<file path="config.mk">
export PLATFORM = sky130hd
export DESIGN_NAME = selector41_reg
export DESIGN_NICKNAME = d
export VERILOG_FILES = /design/src/rtl/selector41_reg_pkg.sv /design/src/rtl/selector41_comb.sv /design/src/rtl/selector41_reg.sv
export SDC_FILE = /design/constraint.sdc
export NUM_CORES = 1
export LEC_CHECK = 0
export BUFFER_PORTS_ARGS = -buffer_cell sky130_fd_sc_hd__buf_2
export CELL_PAD_IN_SITES_DETAIL_PLACEMENT = 1
export CELL_PAD_IN_SITES_GLOBAL_PLACEMENT = 1
export CORE_AREA = 2 2 39 41
export CTS_CLUSTER_DIAMETER = 50
export DETAILED_ROUTE_END_ITERATION = 6
export DIE_AREA = 0 0 41 43
export MAX_ROUTING_LAYER = met4
export PLACE_DENSITY = 0.84
export SYNTH_ARGS = -nofsm -noshare
export SYNTH_HDL_FRONTEND = slang
export SYNTH_SLANG_ARGS = --single-unit
</file>
<file path="constraint.sdc">
create_clock -name iClk -period 3.4 [get_ports iClk]
set_clock_uncertainty 0.15 [all_clocks]
set_input_delay 0.51 -clock iClk [delete_from_list [all_inputs] [get_ports iClk]]
set_output_delay 0.51 -clock iClk [all_outputs]
set_load 0.01 [all_outputs]
</file>
<file path="src/rtl/selector41_reg_pkg.sv">
// Shared select-code definitions for the 4:1 word selector.
package selector41_reg_pkg;

    localparam int unsigned SEL_W = 2;

    typedef logic [SEL_W-1:0] sel_t;

    localparam sel_t SEL_C0 = 2'b00;
    localparam sel_t SEL_C1 = 2'b01;
    localparam sel_t SEL_C2 = 2'b10;
    localparam sel_t SEL_C3 = 2'b11;

endpackage

</file>
<file path="src/rtl/selector41_comb.sv">
// Pure combinational WIDTH-bit 4:1 mux; an unknown select yields all zeros.
module selector41_comb
    import selector41_reg_pkg::*;
#(
    parameter int unsigned WIDTH = 4
) (
    input  sel_t             sel_i,
    input  logic [WIDTH-1:0] c0_i,
    input  logic [WIDTH-1:0] c1_i,
    input  logic [WIDTH-1:0] c2_i,
    input  logic [WIDTH-1:0] c3_i,
    output logic [WIDTH-1:0] z_o
);

    // X/Z on select matches no item, so the default keeps X off the output
    always_comb begin
        z_o = '0;
        case (sel_i)
            SEL_C0:  z_o = c0_i;
            SEL_C1:  z_o = c1_i;
            SEL_C2:  z_o = c2_i;
            SEL_C3:  z_o = c3_i;
            default: z_o = '0;
        endcase
    end

endmodule

</file>
<file path="src/rtl/selector41_reg.sv">
// 4:1 word selector with combinational output, registered copy, registered
// select code and a select-change pulse.
module selector41_reg
    import selector41_reg_pkg::*;
#(
    parameter int unsigned WIDTH = 4
) (
    input  logic             iClk,
    input  logic             iRst_n,
    input  logic             iS1,
    input  logic             iS0,
    input  logic [WIDTH-1:0] iC0,
    input  logic [WIDTH-1:0] iC1,
    input  logic [WIDTH-1:0] iC2,
    input  logic [WIDTH-1:0] iC3,
    output logic [WIDTH-1:0] oZ,
    output logic [WIDTH-1:0] oZ_q,
    output logic [1:0]       oSel_q,
    output logic             oChg
);

    sel_t             sel;
    logic [WIDTH-1:0] z_d;
    logic [WIDTH-1:0] z_q;
    sel_t             sel_d;
    sel_t             sel_q;
    logic             chg_d;
    logic             chg_q;

    assign sel = {iS1, iS0};

    selector41_comb #(
        .WIDTH (WIDTH)
    ) u_comb (
        .sel_i (sel),
        .c0_i  (iC0),
        .c1_i  (iC1),
        .c2_i  (iC2),
        .c3_i  (iC3),
        .z_o   (oZ)
    );

    // Next-state: capture the selected word, the code, and whether it moved
    always_comb begin
        z_d   = oZ;
        sel_d = sel;
        chg_d = (sel != sel_q);
    end

    always_ff @(posedge iClk) begin
        if (!iRst_n) begin
            z_q   <= '0;
            sel_q <= SEL_C0;
            chg_q <= 1'b0;
        end else begin
            z_q   <= z_d;
            sel_q <= sel_d;
            chg_q <= chg_d;
        end
    end

    assign oZ_q   = z_q;
    assign oSel_q = sel_q;
    assign oChg   = chg_q;

endmodule

</file>
# ---- After elaboration in Yosys (flattened, before gate mapping)
# Index checks and enable logic that the tools add are counted.
dict set report classes {
  n_mux 1
  n_eq_ne 4
  reduce_logical 1
}
# op n
set op_table {}
lappend op_table {{case mux 4 bit (4 select lines)} 1}
lappend op_table {{== test 2 bit, second input constant} 2}
lappend op_table {{== test 2 x 1 -> 1 bit, second input constant} 1}
lappend op_table {{zero test 2 bit} 1}
lappend op_table {{inequality test 2 bit} 1}
dict set report word_totals {
  output_inout_bits 11
  regBits 7
  elab_cells 9
}

# ---- Logic depth before layout (Yosys ltp)
# Gate-level depths: netlist (run 1).
dict set report logic_depth {
  word_depth 2
  ltp_mapped 3
  ltp_nobuf 2
}

# ---- Cells and area by module
# Synthesis (run 1) repeated with hierarchy kept, for this count alone.
dict set report unflattened {
  cells_unflattened 20
  area_unflattened_um2 309.0
}
# module cells_each seq_area_each_um2 instances area_each_um2
set modules_own_cells {}
lappend modules_own_cells {selector41_reg 16 140.1 1 203.9}
lappend modules_own_cells {selector41_comb 4 0.0 1 105.1}

# ---- Least setup slack after synthesis (run 1)
# No wires, ideal clock.
dict set report synth_timing {
  kind {input -> output}
  from {in iS0}
  to {out oZ[0]}
  path_buffers 1
  arrival_time_ps 1150
  stages 2
  setup_slack_ps 1590
  cell_sequence {buf_6 -> mux4_2}
}
dict set report synth_between {
  elab_chain_len 2
}
# item line_no
set synth_rtl {}
lappend synth_rtl {{start: declaration} selector41_reg.sv:11} ;# input logic iS0,
lappend synth_rtl {{== test 2 bit, or another cell as far along} selector41_comb.sv:18} ;# case (sel_i)
lappend synth_rtl {{case mux 4 bit (4 select lines) (*)} selector41_comb.sv:18}
lappend synth_rtl {{end: declaration} selector41_reg.sv:16} ;# output logic [WIDTH-1:0] oZ,
# Mark *: on every way between the ends. The rest lies on a longest branch, timed or not.

# ---- Final worst setup path (run 1)
dict set report layout_timing {
  from {in iS0}
  to {out oZ[1]}
}
# The elaborated chain is that of the path after synthesis.

==> results.yml, run 1 <==
critical_path:
  worstPathMaxFanout: 6
  critPathRequiredTime_ps: 2740
  crit_type: "in -> out"
  end_kind: "primary output"
  crit_arrival_ps: 1390
  start_kind: "primary input"
sta:
  tightest_slew_ps: 167
  timing.slew.headroom: 0.888
  grt_setup_unrepaired: "no"
  drv_slew: 0
  hold_viol: 0
  post-route-min-period_ps: 2050
  finalSetupTns_ps: 0
  setup_ws_ps: 1350
  setup_viol: 0
  min_period_over_period: 0.602
  fmax_ghz: 0.489
route:
  vias: 305
  viasPerCell: 4.36
  totalWireLength_um: 846
  first_pass_iters: 3
  dr.first_iter.drc_count: 2
  ant_nets: 0
  routedWlPerCell_um: 12.1
  drc_errors: 0
outcome:
  status: "finished, final reports clean"
synthesis:
  synth_fp_nets: 41
  ys_seq_area_frac: 0.459
  synth_area_um2: 305
  synth_cell_types: 7
  synth-seq-cells: 7
  synth_area_leader_cell: "dfxtp_1"
  avgSynthCellArea_um2: 14.5
  synthCells: 21
  ys.warnings.count: 0
  synth_top_area_share: 0.459
  ys_top_cells_by_area: "dfxtp_1 46%, mux4_2 30%, and2_1 10%, xnor2_1 5.7%, buf_6 3.7%"
grt:
  antenna_found_initial: 0
  gr-usage-all-layers: 0.126
  grt_overflow: 0
  grt_start_max_net_pins: 8
  first_global_vias: 353
  grt_pass1_wl_um: 1380
clocking:
  post_cts_resized: 0
  clkSinkCount: 7
  cts_max_level: 1
  cts_tree: "yes"
  clkTransAtPathRegs_ps: 50
  clk_latency_ps: 240
  max-clock-path-buffers: 2
  numCtsBuffers: 3
  cts_setup_buffers: 0
  ctsHoldBuffers: 0
  cts-root-buf: "clkbuf_4"
floorplan:
  row_count: 14
  io_pins: 31
  die_area_mm2: 0.00176
  fp.dieW_um: 41
  fp.coreArea_mm2: 0.00138
  start_util: 0.221
  chipHeight_um: 43
finish:
  syn_to_final_growth_pct: 60.7
  n_antenna_cell: 0
  fin_nets: 75
  seqCellArea_um2: 140
  final_layout_size_suffix_gt1_frac: 0.704
  multiInputGateArea_um2: 154
  n_fill_cell: 174
worst_hold_path:
  hold_class: "in -> reg"
run:
  max_cap_violations: 0
power_and_ir_drop:
  power_leakage_nw: 0.245
  powerDensity_mw_per_mm2: 425
  vdd_drop_max_v: 0.000140
placement:
  place_ws_ps: 1330
  port_buffers: 30
  place_congestion: 0.690
-- layout make-up --
cell class | count | area share
multi-input cells | 13 | 0.314
repair buffers | 30 | 0.306
flip-flops and latches | 7 | 0.286
clock buffers | 4 | 0.0536
well taps | 16 | 0.0408
-- final timing paths --
path                                 from  slack, ps       to  cells past startpoint
worst max-delay path                  iS0       1350    oZ[1]                      3
worst min-delay path               iRst_n        390  oZ_q[0]                      2
worst max register to register  oSel_q[0]       2550     oChg                      2
worst min register to register  oSel_q[1]        410     oChg                      2
-- power breakdown --
part	total (mW)	switching, mW	internal [mW]	leakage (nW)
Sequential	0.0903	0.00185	0.0884	0.0584
Clock	0.0718	0.0273	0.0446	0.0150
Combinational	0.0464	0.0199	0.0265	0.172
-- synthesized netlist by cell type --
master and n:
mux4_2 4, xnor2_1 2, dfxtp_1 7, a21boi_0 1, and2_1 5, and2_2 1
buf_6 1
-- metrics by stage --
stage	area [um2]	power, mW	util	cells	hold WS, ps
after global routing	490	0.224	0.354	70	413
after CTS	490	0.214	0.354	70	396
final	490	0.208	0.354	70	394
after global placement	464	0.138	0.335	66	389
after detailed placement	464	0.139	0.335	66	408
after floorplan	305	0.115	-	21	412
-- layout by cell type, fill, tap and decap left out --
cell type  instances
a21boi_0           1
mux4_2             4
clkbuf_4           3
buf_2             30
and2_1             5
clkbuf_1           1
dfxtp_1            7
and2_2             1
xnor2_1            2
-- per-layer routing --
layer,wire length (um),GRT usage
met4,12,0.0600
met1,302,0.140
met2,387,0.191
met3,143,0.0471
met5,0,-
-- worst max-delay path, stage by stage --
cell    delay (ps)
buf_2          180
mux4_2         530
buf_2          160
-- kinds of logic (layout without fill, tap and decap cells) --
family	after synthesis	count (layout)	synth area share
xor gates and xnor gates	2	2	0.0574
and+or+nand+nor	6	6	0.127
AOI/OAI and AO/OA	1	1	0.0246
buffers and inverters	1	34	0.0369
muxes	4	4	0.295
DFF	7	7	0.459
-- sequential cells by signal (all words and copies together), names as in the netlist --
register / cells
oZ_q: 4
oSel_q: 2
oChg: 1
No activity file was read; power rests on OpenSTA's default activity.
==> inputs of run 2 (changes only) <==
--- a/config.mk
+++ b/config.mk
@@ -8,12 +8,12 @@
 export BUFFER_PORTS_ARGS = -buffer_cell sky130_fd_sc_hd__buf_2
 export CELL_PAD_IN_SITES_DETAIL_PLACEMENT = 1
 export CELL_PAD_IN_SITES_GLOBAL_PLACEMENT = 1
-export CORE_AREA = 2 2 39 41
+export CORE_MARGIN = 1.5
+export CORE_UTILIZATION = 20
 export CTS_CLUSTER_DIAMETER = 50
 export DETAILED_ROUTE_END_ITERATION = 6
-export DIE_AREA = 0 0 41 43
 export MAX_ROUTING_LAYER = met4
-export PLACE_DENSITY = 0.84
+export PLACE_DENSITY = 0.78
 export SYNTH_ARGS = -nofsm -noshare
 export SYNTH_HDL_FRONTEND = slang
 export SYNTH_SLANG_ARGS = --single-unit
==> constraint.sdc (replaced) <==
create_clock -name iClk -period 1.8 [get_ports iClk]
set_clock_uncertainty 0.15 [all_clocks]
set_input_delay 0.27 -clock iClk [delete_from_list [all_inputs] [get_ports iClk]]
set_output_delay 0.27 -clock iClk [all_outputs]
set_load 0.01 [all_outputs]
==> run 2 against run 1 <==
  * Non-clock buffer count is the same
  * Routed wire length is 5.8% higher
  * Via count is 0.98% lower
  * Critical path type unchanged
  * Sequential cell count unchanged
==> results.yml, run 2 (same netlist as run 1, synthesis figures left out) <==
finish:
  multiInputGateArea_um2: 154
  n_antenna_cell: 0
  largest_reg_flops: 4
  syn_to_final_growth_pct: 60.2
  final_common_cell: "buf_2"
  mostFrequentLayoutCells: "30 x buf_2, 7 x dfxtp_1, 5 x and2_1"
  fin_nets: 75
  n_fill_cell: 170
  final_layout_size_suffix_gt1_frac: 0.704
  seqCellArea_um2: 140
grt:
  antenna_found_initial: 0
  first_global_vias: 336
  grt_overflow: 0
  grt_start_max_net_pins: 8
  grt_pass1_wl_um: 1390
  gr-usage-all-layers: 0.117
critical_path:
  crit_type: "in -> out"
  worstPathCellList: "buf_2 -> mux4_2 -> buf_2"
  end_kind: "primary output"
  cp_slowest_cell: "mux4_2"
  worstPathMaxFanout: 6
  timing.critical_path.buf_inv: 2
  critical_path.top_delay_family: "multiplexers"
  max_stage_delay_ps: 540
  critPathRequiredTime_ps: 1380
  start_kind: "primary input"
  cp_common_cell: "buf_2"
  crit_arrival_ps: 1160
clocking:
  cts-root-buf: "clkbuf_4"
  max-clock-path-buffers: 2
  numCtsBuffers: 3
  cts_tree: "yes"
  cts_max_level: 1
  clk_latency_ps: 250
  cts_setup_buffers: 0
  ctsHoldBuffers: 0
  clkTransAtPathRegs_ps: 50
  post_cts_resized: 0
  clkSinkCount: 7
placement:
  port_buffers: 30
  place_congestion: 0.708
  dpl.hpwl_um: 786
outcome:
  status: "finished, final reports clean"
power_and_ir_drop:
  vdd_drop_max_v: 0.000191
  power_leakage_nw: 0.245
  powerDensity_mw_per_mm2: 814
route:
  drc_errors: 0
  vias: 302
  dr.first_iter.drc_count: 0
  routedWlPerCell_um: 13.0
  ant_nets: 0
  viasPerCell: 4.38
  first_pass_iters: 1
  totalWireLength_um: 895
floorplan:
  die_area_mm2: 0.00177
  start_util: 0.223
  fp.coreArea_mm2: 0.00137
  io_pins: 31
  chipHeight_um: 42.1
  row_count: 13
  fp.dieW_um: 42.1
sta:
  drv_slew: 0
  fmax_ghz: 0.633
  timing.slew.headroom: 0.882
  min_period_over_period: 0.878
  tightest_slew_ps: 175
  hold_viol: 0
  finalSetupTns_ps: 0
  grt_setup_unrepaired: "no"
  post-route-min-period_ps: 1580
  hold_ws_ps: 149
  setup_viol: 0
run:
  max_cap_violations: 0
worst_hold_path:
  hold_class: "in -> reg"
## run 2: cell counts in the layout (fill, tap and decap cells not counted)
Identical to the previous run, type by type.
## run 2: worst reg2reg max path, stage by stage, from the launching register on
cell      delay [ps]
dfxtp_1          320
xnor2_1          120
a21boi_0         190
## run 2: layout make-up
type	instances	share of cell area
clock buffer	4	0.0537
multi-input combinational	13	0.315
sequential	7	0.286
tap	15	0.0384
timing repair buffer	30	0.307
## run 2: power breakdown
part / total [mW] / internal [mW] / switching [mW]
sequential: 0.170 / 0.167 / 0.00332
combinational: 0.0892 / 0.0501 / 0.0390
clock: 0.139 / 0.0843 / 0.0542
total: 0.398 / 0.301 / 0.0966
## run 2: routing by layer
metal / GRT usage / wire length (um) / up-vias
li1: - / - / 141
met1: 0.119 / 347 / 124
met2: 0.184 / 378 / 33
met3: 0.0388 / 136 / 4
met4: 0.0938 / 32 / 0
met5: - / 0 / -
## run 2: final timing paths
path	depth (start not counted)	slack, ps	to	from
max	3	220	oZ[1]	iS0
min	2	150	oZ_q[0]	iRst_n
max reg2reg	2	930	oChg	oSel_q[0]
min reg2reg	2	420	oChg	oSel_q[1]
## run 2: stage by stage
step | setup slack [ps] | std cells | instance area (um2) | power, mW | util
finish | 220 | 69 | 489 | 0.398 | 0.358
global route | 180 | 69 | 489 | 0.420 | 0.358
floorplan | 451 | 21 | 305 | 0.218 | -
global placement | 231 | 65 | 463 | 0.261 | 0.339
detailed placement | 215 | 65 | 463 | 0.264 | 0.339
CTS | 215 | 69 | 489 | 0.408 | 0.358
